### config.mk
export PLATFORM = sky130hd
export DESIGN_NAME = ctrl_seq
export DESIGN_NICKNAME = d
export VERILOG_FILES = /design/src/rtl/ctrl_seq.sv
export SDC_FILE = /design/constraint.sdc
export NUM_CORES = 1
export LEC_CHECK = 0
export ABC_AREA = 1
export CORE_AREA = 2 2 39 41
export DETAILED_ROUTE_END_ITERATION = 10
export DIE_AREA = 0 0 41 43
export DONT_BUFFER_PORTS = 1
export SYNTH_ARGS = -nofsm -noshare
export SYNTH_HDL_FRONTEND = slang
export SYNTH_SLANG_ARGS = --single-unit
### constraint.sdc
create_clock -name clk -period 2.5 [get_ports clk]
set_input_delay 0.75 -clock clk [delete_from_list [all_inputs] [get_ports clk]]
set_output_delay 0.75 -clock clk [all_outputs]
set_load 0.05 [all_outputs]
### src/rtl/ctrl_seq.sv
// Micro-sequencer for the 8-bit accumulator CPU: fetch/decode/execute state machine
// with combinational strobe decode. Define CTRL_ILLEGAL_TRAP_EN to trap opcodes 9-E.
module ctrl_seq (
   input  logic       clk,
   input  logic       rst,
   input  logic       start,
   input  logic [7:0] ir,
   input  logic       zero,
   output logic       PCinc,
   output logic       PCload,
   output logic       IRload,
   output logic       MARload,
   output logic       MARsel,
   output logic       MemRd,
   output logic       MemWr,
   output logic       ACload,
   output logic       ACloadR,
   output logic [2:0] ALUop,
   output logic       halted,
   output logic       illegal,
   output logic [2:0] state
);

   typedef enum logic [2:0] {
      S_IDLE = 3'd0,
      S_F1   = 3'd1,
      S_F2   = 3'd2,
      S_DEC  = 3'd3,
      S_E1   = 3'd4,
      S_E2   = 3'd5,
      S_HALT = 3'd6
   } state_t;

   state_t     r_state;
   logic [3:0] w_op;

   assign w_op  = ir[7:4];
   assign state = r_state;

`ifdef CTRL_ILLEGAL_TRAP_EN
   logic r_illegal;
   assign illegal = r_illegal;
`else
   assign illegal = 1'b0;
`endif

   always_ff @(posedge clk or negedge rst) begin
      if (!rst) begin
         r_state <= S_IDLE;
`ifdef CTRL_ILLEGAL_TRAP_EN
         r_illegal <= 1'b0;
`endif
      end else begin
         case (r_state)
            S_IDLE: if (start) r_state <= S_F1;
            S_F1:   r_state <= S_F2;
            S_F2:   r_state <= S_DEC;
            S_DEC: begin
               case (w_op)
                  4'h1, 4'h2, 4'h3, 4'h4, 4'h6: r_state <= S_E1;
                  4'hF:                         r_state <= S_HALT;
                  4'h0, 4'h5, 4'h7, 4'h8:       r_state <= S_F1;
                  default: begin
`ifdef CTRL_ILLEGAL_TRAP_EN
                     r_state   <= S_HALT;
                     r_illegal <= 1'b1;
`else
                     r_state   <= S_F1;
`endif
                  end
               endcase
            end
            S_E1:   r_state <= (w_op == 4'h6) ? S_F1 : S_E2;
            S_E2:   r_state <= S_F1;
            S_HALT: r_state <= S_HALT;
            // Unused code 7 falls back to IDLE.
            default: r_state <= S_IDLE;
         endcase
      end
   end

   always_comb begin
      PCinc   = 1'b0;
      PCload  = 1'b0;
      IRload  = 1'b0;
      MARload = 1'b0;
      MARsel  = 1'b0;
      MemRd   = 1'b0;
      MemWr   = 1'b0;
      ACload  = 1'b0;
      ACloadR = 1'b0;
      ALUop   = 3'b000;
      halted  = 1'b0;
      case (r_state)
         S_F1: MARload = 1'b1;
         S_F2: begin
            MemRd  = 1'b1;
            IRload = 1'b1;
            PCinc  = 1'b1;
         end
         S_DEC: begin
            case (w_op)
               4'h1, 4'h2, 4'h3, 4'h4, 4'h6: begin
                  MARload = 1'b1;
                  MARsel  = 1'b1;
               end
               4'h5:    ACloadR = 1'b1;
               4'h7:    PCload  = 1'b1;
               4'h8:    PCload  = zero;
               default: ;
            endcase
         end
         S_E1: begin
            if (w_op == 4'h6) MemWr = 1'b1;
            else              MemRd = 1'b1;
         end
         S_E2: begin
            // ACloadR is never raised here, so ACload stays exclusive.
            ACload = 1'b1;
            case (w_op)
               4'h2:    ALUop = 3'b001;
               4'h3:    ALUop = 3'b010;
               4'h4:    ALUop = 3'b011;
               default: ALUop = 3'b000;
            endcase
         end
         S_HALT:  halted = 1'b1;
         default: ;
      endcase
   end

endmodule

Word-level counts from Yosys, hierarchy flattened
Memory sizes are Yosys's and may differ from the RTL's.
Cells that the tools add are included.
{ "totals": {"register_bits": 3, "romBits": 48, "inputBits": 12, "elab_cells": 38, "mem_count": 1} }
{ "op_classes": {"eq_ne": 15, "n_mux": 19, "n_reduce_logical": 2} }
{ "memory_table": {"columns": ["name", "words", "width", "read_ports", "rd_ports_with_merged_regs", "wr", "line", "rtl"], "rows": [
  ["(no name shown)", 16, 3, 1, 0, 0, "59", "case (w_op)"]
]} }
{ "ops": {"columns": ["cell", "count"], "rows": [
  ["3-bit case mux with 7 select lines", 1],
  ["4-bit by 3-bit equality test with 1-bit output (second input constant)", 4],
  ["1-bit two-way mux", 11],
  ["3-bit equality test (second input constant)", 3],
  ["4-bit by 2-bit equality test with 1-bit output (second input constant)", 2],
  ["3-bit by 2-bit equality test with 1-bit output (second input constant)", 2],
  ["3-bit two-way mux", 2],
  ["1-bit case mux with 2 select lines", 3],
  ["2-bit case mux with 3 select lines", 1],
  ["5-bit OR reduction", 1],
  ["4-bit by 1-bit equality test with 1-bit output (second input constant)", 1],
  ["4-bit equality test (second input constant)", 1],
  ["3-bit by 1-bit equality test with 1-bit output (second input constant)", 1],
  ["3-bit zero test", 1],
  ["2-bit two-way mux", 1],
  ["2-bit != test (second input constant)", 1]
]} }

Logic depth before layout (Yosys ltp)
Gate-level depths: netlist of run 1.
{ "depth": {"word_depth": 4, "mapped_depth": 6} }

Worst setup path after synthesis of run 1
OpenSTA, ideal clock, no wires.
{ "synth_path": {"path_kind": "flip-flop to output port", "from": "register r_state[1], in the netlist state[1]", "to": "output port MemRd", "t_arrival_ns": 2.015, "t_required_ns": 1.750, "setup_slack_ns": -0.265, "path_stages_with_launch": 4, "path_cell_list": "dfrtp_1 -> nand2_1 -> nor2_1 -> or2_1"} }
{ "synth_between": {"elab_chain_cells": 2, "word_cells_on_any_way": 3, "cone_classes": "2 x eq/ne; 1 x mux"} }
{ "synth_lines": {"columns": ["element", "line", "rtl"], "rows": [
  ["start, declared", "34", "state_t r_state;"],
  ["start signal, assigned", "73", "S_E1: r_state <= (w_op == 4'h6) ? S_F1 : S_E2;"],
  ["3-bit equality test or 3-bit by 2-bit equality test with 1-bit output (tied branches)", "94", "case (r_state)"],
  ["1-bit case mux with 2 select lines *", "94", null],
  ["end, declared", "14", "output logic MemRd,"]
]} }
Mark *: on every way between the ends. The rest lies on a longest branch, timed or not.

Worst setup path in the final report of run 1
{ "layout_path": {"from": "input port ir[5]", "to": "output port MemRd"} }
{ "layout_between": {"elab_chain_cells": 3} }
{ "layout_lines": {"columns": ["element", "line", "rtl"], "rows": [
  ["start, declared", "7", "input logic [7:0] ir,"],
  ["4-bit by 3-bit equality test with 1-bit output", "114", "if (w_op == 4'h6) MemWr = 1'b1;"],
  ["1-bit two-way mux", "114", null],
  ["1-bit case mux with 2 select lines", "94", null]
]} }
No other way between the ends.

==> results of run 1 <==
layer usage:
metal	wire [microns]	vias up	global-route usage
met1	337	196	0.135
li1	-	216	-
met4	0	0	0.0600
met5	0	-	0
met2	417	21	0.156
met3	89	0	0.0262
cell families (layout without fill, tap and decap cells):
kind of cell           count (synthesis)  in the layout  share of synthesized area
AND/OR/NAND/NOR                       37             37                      0.486
buffers and inverters                 13             27                      0.174
AO/OA/AOI/OAI                          7              7                      0.112
flip-flops                             3              3                      0.217
other                                  1              2                     0.0109
power groups by stage:
stage                     logic [W]  clock network, W  registers [W]
after floorplan            0.000350                 0       0.000197
after global placement     0.000575                 0       0.000122
after detailed placement   0.000579                 0       0.000121
after CTS                  0.000579         0.0000853       0.000121
after global routing       0.000613         0.0000914       0.000124
final                      0.000576         0.0000820       0.000122
critical path: stages:
cell and delay [ps]:
inv_1 50, nor2_1 200, a21oi_2 90, or2_1 250, buf_12 160
synth_stat cells:
cell	count	area, sq um
inv_1	8	30.0
nand3_1	9	45.0
conb_1	1	3.75
nand4_1	1	6.26
o21ai_1	1	5.00
or2_1	1	6.26
nor2_4	1	11.3
nand2_1	13	48.8
buf_4	3	22.5
a21oi_1	5	25.0
nor2_1	10	37.5
a21oi_2	1	8.76
nor2_2	1	6.26
inv_2	2	7.51
dfrtp_1	3	75.1
nand2_2	1	6.26
per-stage QoR:
stage	util	hold WS [ps]	total power (W)	setup TNS, ps
2_1_floorplan	-	454	0.000547	-37.0
3_3_place_gp	0.340	454	0.000697	0
3_5_place_dp	0.340	454	0.000700	0
4_1_cts	0.359	211	0.000785	0
5_1_grt	0.359	201	0.000828	0
6_report	0.359	218	0.000779	0
area by class of cell:
type	count	area (sq um)	share of cell area
multi-input combinational	46	228	0.458
timing repair buffer	13	110	0.222
sequential	3	75.1	0.151
inverter	10	37.5	0.0756
clock buffer	4	26.3	0.0529
tap	16	20.0	0.0403
worst max-delay path by stage:
stage,startpoint,endpoint,slack [ps]
global route,ir[5],MemRd,150
detailed placement,ir[5],MemRd,250
global placement,ir[5],MemRd,270
CTS,ir[5],MemRd,250
floorplan,state[1],MemRd,-20
finish,ir[5],MemRd,260
==> impl_metrics.yaml, run 1 <==
outcome:
  status: "completed"
worst_setup_path:
  startpoint_type: "input port"
  r2r-start: "state[2]"
  path_class: "input port to primary output"
  r2r_cells: 5
  endpoint_kind: "primary output"
  crit_arrival_ps: 1490
  reg2reg_setup_slack_ps: 1410
  critPathMaxFanout: 4
  cp.required_ps: 1750
  r2r_end: "state[2]"
power_and_ir_drop:
  power_density_nw_per_um2: 1570
  leakagePower_nw: 0.261
  internal_power_w: 0.000298
  combinationalPowerShare: 0.739
  p_switching_w: 0.000481
  p_seq_frac: 0.156
  power_switching_share: 0.617
  clkPwrFrac: 0.105
  vdd_drop_max_v: 0.000437
cells_and_area:
  design_area_sq_um: 497
  area_delta_synth_final_pct: 43.8
  drive_above_1_share: 0.342
  fillers: 162
  final_common_cell: "nand2_1"
  fin_nets: 89
  final_cells: 92
  largest_register_ffs: 3
  mostFrequentLayoutCells: "nand2_1 (13), buf_4 (12), nand3_1 (9), nor2_1 (9), inv_1 (8)"
  n_antenna_cell: 0
clock_tree:
  ctsHoldBuffers: 0
  cts_root_buf: "clkbuf_4"
  clkSlewWorstSetupHoldPaths_ps: 30
  cts-htree-levels: 1
  cts_tree: "yes"
  post_cts_buffers: 0
  cts_resized: 0
  clock_path_buffers: 2
  cts_buffers: 3
  clkLatencyLatePin_ps: 230
  clock_sinks: 3
global_route:
  grt_max_degree: 8
  grt_pass1_vias: 355
  track_usage: 0.106
  antenna_found_initial: 0
  overflow: 0
  grt_pass1_wl_microns: 1320
timing:
  fmax_ghz: 0.446
  finalCriticalPeriod_ps: 2240
  finalSetupViolations: 0
  rsz0062_at_grt: "false"
  slew_viol_final: 0
  min_period_over_period: 0.897
  final_hold_viol_count: 0
  finalWorstSetupSlack_ps: 258
  finalClockSkew_ps: 0.604
synth:
  synthCells: 61
  synthDistinctLibCells: 16
  synth_seq_cells: 3
  synth.avg_cell_area_sq_um: 5.66
  synth_area_sq_um: 345
  yosysWarningCount: 0
  ys_seq_area_frac: 0.217
placed_design:
  place.gp.congestion: 0.749
  port_buffers: 0
  dp_cells: 88
  placed_area_sq_um: 470
  hpwl_microns: 716
  dp_slack_ps: 251
routing:
  avgViaCountPerCell: 4.71
  drc_errors: 0
  wl_microns: 845
  ant_nets: 0
  drt_iter0_drc: 2
  vias: 433
  first_pass_iters: 2
  wire_per_inst_microns: 9.18
floorplan:
  io_pins: 29
  row_count: 14
  die_y_microns: 43
  coreArea_sq_um: 1380
  die_x_microns: 41
  die_area_sq_um: 1760
  start_util: 0.250
hold_path:
  min_path_type: "input port to async pin"
flow_run:
  cap_violations: 0
(Power assumes the default switching activity.)
==> inputs of run 2 (changes only) <==
- ABC_AREA: 1 -> not set
==> impl_metrics.yaml, run 2 <==
clock_tree:
  post_cts_buffers: 0
  clkSlewWorstSetupHoldPaths_ps: 40
  clock_sinks: 3
  clkLatencyLatePin_ps: 230
  clock_path_buffers: 2
  ctsHoldBuffers: 0
  cts-htree-levels: 1
  cts_tree: "yes"
  cts_resized: 0
  cts_buffers: 3
  cts_root_buf: "clkbuf_4"
global_route:
  grt_max_degree: 10
  track_usage: 0.113
  grt_pass1_vias: 333
  overflow: 0
  grt_pass1_wl_microns: 1380
  antenna_found_initial: 0
cells_and_area:
  area_delta_synth_final_pct: 44.1
  drive_above_1_share: 0.435
  fin_nets: 75
  fillers: 149
  mostFrequentLayoutCells: "buf_4 (9), buf_12 (4)"
  n_antenna_cell: 0
  largest_register_ffs: 3
  final_common_cell: "buf_4"
synth:
  synth.avg_cell_area_sq_um: 7.85
  synth_edf_count: 0
  synthSimpleGateAreaFrac: 0.416
  netlist_top_cells_count: "nor2_1 (5), a21oi_1 (4)"
  ys_seq_area_frac: 0.188
  synth_xor_area_frac: 0.0219
  synth_area_sq_um: 400
  muxShareOfSynthArea: 0
  synth_top_family_by_area: "simple AND/OR/NAND/NOR gates"
  yosysTopAreaCell: "dfrtp_1"
  ys.flop_type: "dfrtp_1"
  synth_area_leaders: "dfrtp_1 (19%), buf_4 (5.6%), buf_6 (5.6%), nand4bb_1 (5.6%), a21oi_1 (5.0%)"
  yosysTopAreaCellShare: 0.188
  synthDistinctLibCells: 29
  synth_seq_cells: 3
  synth_compound_area_frac: 0.209
  yosys.area_share.adder: 0
  yosys.cell_count.top_type: "nor2_1"
  synthCells: 51
  async_reset_ff_frac: 1.00
  yosysWarningCount: 0
timing:
  finalClockSkew_ps: 0.206
  finalWorstSetupSlack_ps: 194
  setup_tns_ps: 0
  fmax_ghz: 0.434
  final_hold_viol_count: 0
  slew_viol_final: 0
  min_period_over_period: 0.922
  finalSetupViolations: 0
  finalCriticalPeriod_ps: 2310
  rsz0062_at_grt: "false"
floorplan:
  die_x_microns: 41
  row_count: 14
  die_area_sq_um: 1760
  die_y_microns: 43
  io_pins: 29
  coreArea_sq_um: 1380
  start_util: 0.289
routing:
  drc_errors: 0
  first_pass_iters: 2
  wire_per_inst_microns: 12.0
  drt_iter0_drc: 6
  wl_microns: 936
  vias: 396
  ant_nets: 0
  avgViaCountPerCell: 5.08
power_and_ir_drop:
  p_switching_w: 0.000460
  p_seq_frac: 0.132
  internal_power_w: 0.000316
  power_density_nw_per_um2: 1350
  vdd_drop_max_v: 0.000532
  combinationalPowerShare: 0.761
  clkPwrFrac: 0.107
  power_switching_share: 0.592
  leakagePower_nw: 0.251
placed_design:
  port_buffers: 0
  place.gp.congestion: 0.687
  hpwl_microns: 736
  dp_slack_ps: 184
worst_setup_path:
  cp.required_ps: 1750
  crit_arrival_ps: 1560
  startpoint_type: "input port"
  r2r-start: "state[2]"
  cp_num_buf_inv: 0
  crit_chain: "a21o_1 > or2_1 > a21oi_4"
  critPathMaxFanout: 9
  path_depth: 3
  r2r_cells: 4
  path_class: "input port to primary output"
  crit_slowest_cell: "a21oi_4"
  startpoint: "ir[4]"
  endpoint_kind: "primary output"
  crit_family: "compound AO/OA/AOI/OAI gates"
  critPathMaxStageDelay_ps: 370
outcome:
  status: "completed"
flow_run:
  cap_violations: 0
hold_path:
  min_path_type: "input port to async pin"
[run 2: cell count changes after synthesis, sizes merged, moves of 3 or more]
cell	before	now
buf	3	7
nand3	9	1
nand2	14	3
and2	0	3
nor2	12	5
inv	10	2
nor3	0	3
[run 2: layer usage]
layer,track usage,wire (microns),vias up
li1,-,-,195
met1,0.155,391,178
met2,0.153,436,23
met3,0.0314,108,0
met4,0.0600,0,0
met5,0,0,-
[run 2: worst reg2reg max path, stage by stage (launching register included)]
cell and delay [ps]:
dfrtp_1 360, buf_4 240, nand2b_1 200, a21oi_1 60
a21o_1 160
[run 2: stage by stage]
| stage | instance area (sq um) | util | total power [W] | cells | hold WS (ps) |
|---|---|---|---|---|---|
| 2_1_floorplan | 438 | - | 0.000570 | 52 | 454 |
| 3_3_place_gp | 551 | 0.398 | 0.000693 | 74 | 455 |
| 3_5_place_dp | 551 | 0.398 | 0.000700 | 74 | 455 |
| 4_1_cts | 577 | 0.417 | 0.000787 | 78 | 208 |
| 5_1_grt | 577 | 0.417 | 0.000823 | 78 | 202 |
| 6_report | 577 | 0.417 | 0.000777 | 78 | 217 |
[run 2: area by class of cell]
type	instances	area, sq um	area share
multi-input cells	40	300	0.521
repair buffers	13	148	0.256
flip-flops and latches	3	75.1	0.130
clock buffers	4	26.3	0.0456
well taps	16	20.0	0.0347
inverters	2	7.51	0.0130
[run 2: power by group through the flow]
stage	sequential, W	clock [W]	combinational (W)
after floorplan	0.000185	0	0.000386
after global placement	0.000102	0	0.000591
after detailed placement	0.000103	0	0.000597
after CTS	0.000103	0.0000872	0.000597
after global routing	0.000107	0.0000922	0.000625
final	0.000102	0.0000832	0.000591
[run 2: final timing paths]
kind                             to  slack [ps]
min in group clk           state[2]         650
hold reg to reg            state[2]         650
setup reg to reg           state[1]        1370
hold / removal             state[2]         220
setup / recovery            MARload         190
max in group asynchronous  state[0]        2220
[run 2: logic make-up after synthesis]
group | after synthesis
compound gates | 11
other cells | 1
simple gates | 26
buf+inv | 9
flops | 3
xor+xnor | 1
